**src/rtl/subtractor_8bit_serial.sv**
```systemverilog
// Bit-serial subtractor: S = A - B, one bit per clock, LSB first.
// Start/busy/done handshake; results hold until the next completed operation.
module subtractor_8bit_serial #(
  parameter int unsigned WIDTH = 8
) (
  input  logic             clk,
  input  logic             rst_n,
  input  logic             start,
  input  logic [WIDTH-1:0] A,
  input  logic [WIDTH-1:0] B,
  output logic [WIDTH-1:0] S,
  output logic             Bout,
  output logic             V,
  output logic             busy,
  output logic             done
);

  localparam int unsigned CntW = $clog2(WIDTH) + 1;
  localparam logic [CntW-1:0] CntLast = CntW'(WIDTH - 1);

  typedef enum logic [1:0] {
    StIdle  = 2'd0,
    StShift = 2'd1,
    StDone  = 2'd2
  } state_e;

  state_e           state;
  logic [WIDTH-1:0] a_sh;
  logic [WIDTH-1:0] b_sh;
  logic [WIDTH-2:0] r;
  logic             bw;
  logic [CntW-1:0]  cnt;
  logic             a_msb;
  logic             b_msb;

  logic             d;
  logic             bw_next;
  logic [WIDTH-1:0] r_full;

  always_comb begin
    d       = a_sh[0] ^ b_sh[0] ^ bw;
    bw_next = (~a_sh[0] & b_sh[0]) | (~(a_sh[0] ^ b_sh[0]) & bw);
    // New bit enters at the MSB; r only needs the WIDTH-1 bits collected so far.
    r_full  = {d, r};
  end

  always_ff @(posedge clk or negedge rst_n) begin
    if (!rst_n) begin
      state <= StIdle;
      a_sh  <= '0;
      b_sh  <= '0;
      r     <= '0;
      bw    <= 1'b0;
      cnt   <= '0;
      a_msb <= 1'b0;
      b_msb <= 1'b0;
      S     <= '0;
      Bout  <= 1'b0;
      V     <= 1'b0;
      busy  <= 1'b0;
      done  <= 1'b0;
    end else begin
      unique case (state)
        StIdle: begin
          busy <= 1'b0;
          done <= 1'b0;
          if (start) begin
            a_sh  <= A;
            b_sh  <= B;
            bw    <= 1'b0;
            cnt   <= '0;
            a_msb <= A[WIDTH-1];
            b_msb <= B[WIDTH-1];
            busy  <= 1'b1;
            state <= StShift;
          end
        end
        StShift: begin
          r    <= r_full[WIDTH-1:1];
          a_sh <= a_sh >> 1;
          b_sh <= b_sh >> 1;
          bw   <= bw_next;
          cnt  <= cnt + 1'b1;
          if (cnt == CntLast) begin
            S     <= r_full;
            Bout  <= bw_next;
            V     <= (a_msb ^ b_msb) & (d ^ a_msb);
            done  <= 1'b1;
            busy  <= 1'b0;
            state <= StDone;
          end
        end
        StDone: begin
          done  <= 1'b0;
          state <= StIdle;
        end
        default: begin
          busy  <= 1'b0;
          done  <= 1'b0;
          state <= StIdle;
        end
      endcase
    end
  end

endmodule

```
**config.mk**
```make
export PLATFORM = sky130hd
export DESIGN_NAME = subtractor_8bit_serial
export DESIGN_NICKNAME = d
export VERILOG_FILES = /design/src/rtl/subtractor_8bit_serial.sv
export SDC_FILE = /design/constraint.sdc
export NUM_CORES = 1
export LEC_CHECK = 0
export CAP_MARGIN = 40
export CORE_MARGIN = 10
export CORE_UTILIZATION = 55
export CTS_BUF_LIST = sky130_fd_sc_hd__clkbuf_8
export CTS_CLUSTER_SIZE = 12
export DETAILED_ROUTE_END_ITERATION = 8
export GPL_TIMING_DRIVEN = 0
export HOLD_SLACK_MARGIN = 0.15
export PLACE_DENSITY = 0.87
export SKIP_LAST_GASP = 1
export SLEW_MARGIN = 10
export SYNTH_ARGS = -nofsm -noshare
export SYNTH_HDL_FRONTEND = slang
export SYNTH_SLANG_ARGS = --single-unit
export TNS_END_PERCENT = 5
```
**constraint.sdc**
```tcl
create_clock -name clk -period 1.75 [get_ports clk]
set_input_delay 0.4375 -clock clk [delete_from_list [all_inputs] [get_ports clk]]
set_output_delay 0.4375 -clock clk [all_outputs]
set_load 0.02 [all_outputs]
```
## Word-level counts from Yosys, hierarchy flattened

Index checks and enable logic that the tools add are counted.

| word-level totals | value |
|---|---|
| flip-flop bits (word level) | 44 |
| input bits | 19 |
| output and inout bits | 12 |
| logic and storage cells | 53 |

| operators by class | value |
|---|---|
| mux-type cells | 16 |
| add/subtract/negate cells | 1 |
| equality and inequality tests | 5 |
| reduce and logical (&&, ||, !) cells | 7 |
| bitwise gates (word level) | 11 |

Operators with widths:

| cell | count |
|---|---|
| $pmux 8 s2 | 2 |
| $mux 8 | 2 |
| $reduce_and 2->1 | 5 |
| $pmux 4 s2 | 1 |
| $mux 1 | 5 |
| $add 4x1->4 const B | 1 |
| $eq 4x3->1 const B | 1 |
| $mux 2 | 2 |
| $mux 4 | 1 |
| $ne 2x2->1 const B | 2 |
| $pmux 2 s2 | 1 |
| $xor 1x1->1 | 4 |
| $and 1x1->1 | 3 |
| $not 1->1 | 3 |
| $pmux 1 s3 | 1 |
| $eq 2x1->1 const B | 1 |
| $eq 2x2->1 const B | 1 |
| $logic_not 2->1 | 1 |
| $pmux 1 s2 | 1 |
| $reduce_bool 2->1 | 1 |
| $or 1x1->1 | 1 |

## Longest topological paths before layout

| depth | value |
|---|---|
| depth after elaboration | 5 |
| gate-level depth with buffers | 5 |
| gate-level depth less buffers | 5 |

## Worst setup path before layout

Ideal clock, no wire load.

| path | value |
|---|---|
| path type | register to register |
| start | register a_sh[0] |
| end | register V |
| period minus slack after synthesis | 1485 ps |
| setup slack | 265 ps |
| required time | 1625 ps |
| path buffers | 0 |
| library setup time | 125 ps |
| stages on the path, launching flop included | 5 |
| arrival time | 1360 ps |
| cells stage by stage | dfrtp_1 fa_1 nand2b_1 o21ai_0 mux2_2 |

| between the ends | value |
|---|---|
| cells in the longest elaborated chain, start to end | 4 |

RTL lines:

| what | line | text |
|---|---|---|
| from (decl) | 28 | `logic [WIDTH-1:0] a_sh;` |
| from (signal assigned) | 80 | `a_sh <= a_sh >> 1;` |
| $xor 1x1->1 (2 in a row) | 41 | `d = a_sh[0] ^ b_sh[0] ^ bw;` |
| via d | 36 | `logic d;` |
| $xor 1x1->1 | 87 | `V <= (a_msb ^ b_msb) & (d ^ a_msb);` |
| $and 1x1->1 | 87 |  |
| to (signal assigned) | 87 |  |
| to (decl) | 13 | `output logic V,` |

The timed path passes the listed nets, and every way through them passes these cells.
A chain may end at the register's enable or synchronous reset.

## Final worst setup path

| path | value |
|---|---|
| start | register S[5] |
| end | output S[5] |

RTL lines:

| what | line | text |
|---|---|---|
| from (decl) | 11 | `output logic [WIDTH-1:0] S,` |
| from (signal assigned) | 85 | `S <= r_full;` |

No word-level cell between the ends.

==> run summary <==
Status = finished, final reports clean
Vias post-DR = 1,496
Core ar. = 3420 µm²
Mapped Cells = 183
WP data arrival = 1270 ps
P_leak = 1.14 nW
Root Buffer = clkbuf_8
Synthesized area = 1980 µm²
Total gr overflow = 0
Initial Utilization = 58.0%
Post-route minimum period = 1710 ps
Worst hold stages = 2
Slowest CP cell = clkdlybuf4s50_1
DR pass1 iterations = 4
Largest net degree at the start of global routing = 27
Reg2reg end = V$_DFFE_PN0P_
CTS tree = done
Max-cap viol count = 0
Setup Skew = 7.83 ps
Cell-internal power = 2.78 mW
CP Class = reg2out
Pwr/cell area = 1770 nW/µm²
Dpl hpwl = 3060 µm
RR Startpoint = a_sh[0]$_DFFE_PN0P_
Htree depth = 2
CP Data Required Time = 1310 ps
Setup TNS = 0 ps
CP peak stage delay = 620 ps
Ratio of cells with drive above 1 in the final layout = 14.8%
Clk pwr share = 18.3%
DRT antenna net count = 0
Most frequent cells in the layout = dfrtp_1, nand2_1, clkdlybuf4s50_1, o21ai_0, a21oi_1
Crit-path max FO = 2
Critical path depth in cells = 1
Final worst slack = 38.3 ps
Nets = 243
Via density = 5.56
Syn. warnings = 0
RSZ-0062 raised after global routing = true
Register share of total power = 40.2%
Clk Latency, worst-skew pair = 300 ps
CTS max path bufs = 2
Crit start category = flop
Final setup viols = 0
Row count = 21
Ports = 31
Num CTS Buffers = 5
Min-delay src = bw$_DFFE_PN0P_
Buf+Inv Stages, Crit Path = 1
Die W = 80.0 µm
Die area = 6400 µm²
DRC violations left = 0
Final period util = 97.8%
Clock Sinks = 44
Die H = 80.0 µm
Core Util, Final = 72.8%
Fmax = 584 MHz
Diodes inserted = 0
Vias in the first global route = 1,538
Filler Cells Inserted = 242
CP delay by family, top = buffers and inverters
Layout area overhead = 25.5%
GPL Wtd Cong = 0.782
Reg-to-reg setup timing slack = 160 ps
First-pass GRT wire length = 7390 µm
P_sw = 1.63 mW
Antenna violations before repair = 0
Final-report hold violation count = 0
Hold Crit Class = reg2reg
Sequential-to-total area share from yosys stat = 55.6%
Most common cell after layout, fill and taps aside = dfrtp_1
Yosys reg bits = 44
Gr usage total = 14.6%
Crit end category = output port
WL/cell = 15.7 µm
Mean Syn Cell Area = 10.8 µm²
R2R cell count = 4
Initial DRC Count = 132
Cell chain of the critical path = clkdlybuf4s50_1
Final Max Tran Viols = 0
Final WL = 4230 µm
Logic pwr share = 41.4%
Slew HR = 68.9%
Worst slew pin tran = 467 ps
Post-CTS setup buffers = 0
Dpl ws = -224 ps
Clk slew on worst S/H paths = 80 ps
Synth cell types = 31
Max rail drop VDD = 1.18 mV
Syn nets = 204
Switching part of the total = 37.0%
Hold Path End = bw$_DFFE_PN0P_
PortBufs = 30
## per-layer routing
metal	wire [µm]	global-route usage, %	up-vias
met2	2020	22.0	33
li1	-	-	716
met1	1860	18.8	739
met4	97	5.99	0
met3	249	4.73	8
met5	0	0	-
## stage by stage
| step | cell area, µm² | std cells | total power, mW | hold WS [ps] |
|---|---|---|---|---|
| floorplan | 1980 | 183 | 2.97 | 142 |
| global placement | 2340 | 259 | 3.55 | 458 |
| detailed placement | 2350 | 260 | 3.64 | 403 |
| CTS | 2480 | 269 | 4.45 | 490 |
| global route | 2490 | 269 | 4.75 | 523 |
| finish | 2490 | 269 | 4.41 | 489 |
## logic make-up after synthesis
kind of cell	Yosys count	share of synthesized area, %
buffers and inverters	11	2.65
multiplexers	12	6.82
adder cells (fa/ha/maj)	2	1.64
flip-flops	44	55.6
AND/OR/NAND/NOR	59	16.7
AO/OA/AOI/OAI	55	16.7
## cell usage after synthesis (all sizes together)
cell type / n / area, µm²
dfrtp: 44 / 1100
nand2: 30 / 113
o21ai: 21 / 105
a21oi: 15 / 75.1
a22oi: 13 / 97.6
mux2: 12 / 135
nor2b: 12 / 75.1
buf: 7 / 37.5
and2b: 4 / 32.5
nand3: 4 / 20.0
nor2: 3 / 27.5
a22o: 2 / 17.5
clkbuf: 2 / 7.51
inv: 2 / 7.51
nand2b: 2 / 20.0
nand3b: 2 / 27.5
a2bb2oi: 1 / 8.76
and3b: 1 / 8.76
fa: 1 / 20.0
ha: 1 / 12.5
o21a: 1 / 7.51
o21bai: 1 / 11.3
o31ai: 1 / 7.51
or3: 1 / 6.26
## flip-flops by register name (all words and copies together) (netlist names), 2 cells and up
name / count
cnt: 4
S: 8
r: 7
a_sh: 8
b_sh: 8
state: 2
## power by group through the flow
| stage | Combinational, mW | Sequential (mW) | Clock [mW] |
|---|---|---|---|
| after floorplan | 1.10 | 1.87 | 0 |
| after global placement | 1.77 | 1.77 | 0 |
| after detailed placement | 1.85 | 1.79 | 0 |
| after CTS | 1.86 | 1.77 | 0.819 |
| after global routing | 2.05 | 1.84 | 0.863 |
| final | 1.83 | 1.77 | 0.809 |
## worst max-delay path by stage
| stage | startpoint | endpoint | slack [ps] |
|---|---|---|---|
| floorplan | a_sh[0]$_DFFE_PN0P_ | V$_DFFE_PN0P_ | 260 |
| detailed placement | start | b_msb$_DFFE_PN0P_ | -220 |
| finish | S[5]$_DFFE_PN0P_ | S[5] | 40 |
| global placement | rst_n | S[5]$_DFFE_PN0P_ | -890 |
| global route | S[4]$_DFFE_PN0P_ | S[4] | -2 |
| CTS | Bout$_DFFE_PN0P_ | Bout | 20 |
## timing repair
item,CTS,global route
endpoints found under the hold margin,18,0
pin swaps,0,0
endpoints found under the setup margin,1,4
gates resized for setup,1,1
hold buffers,1,0
## final cells by class
type                    instances  area [µm²]  share of cell area (%)
plain buffers                   9        45.0                    1.81
clock buffers                   6        82.6                    3.32
clock inverters                 2        38.8                    1.56
inverters                       2        7.51                   0.302
multi-input cells             128         828                    33.3
flip-flops and latches         44        1100                    44.3
well taps                      46        57.6                    2.31
repair buffers                 32         327                    13.1
No activity file was read; power rests on OpenSTA's default activity.
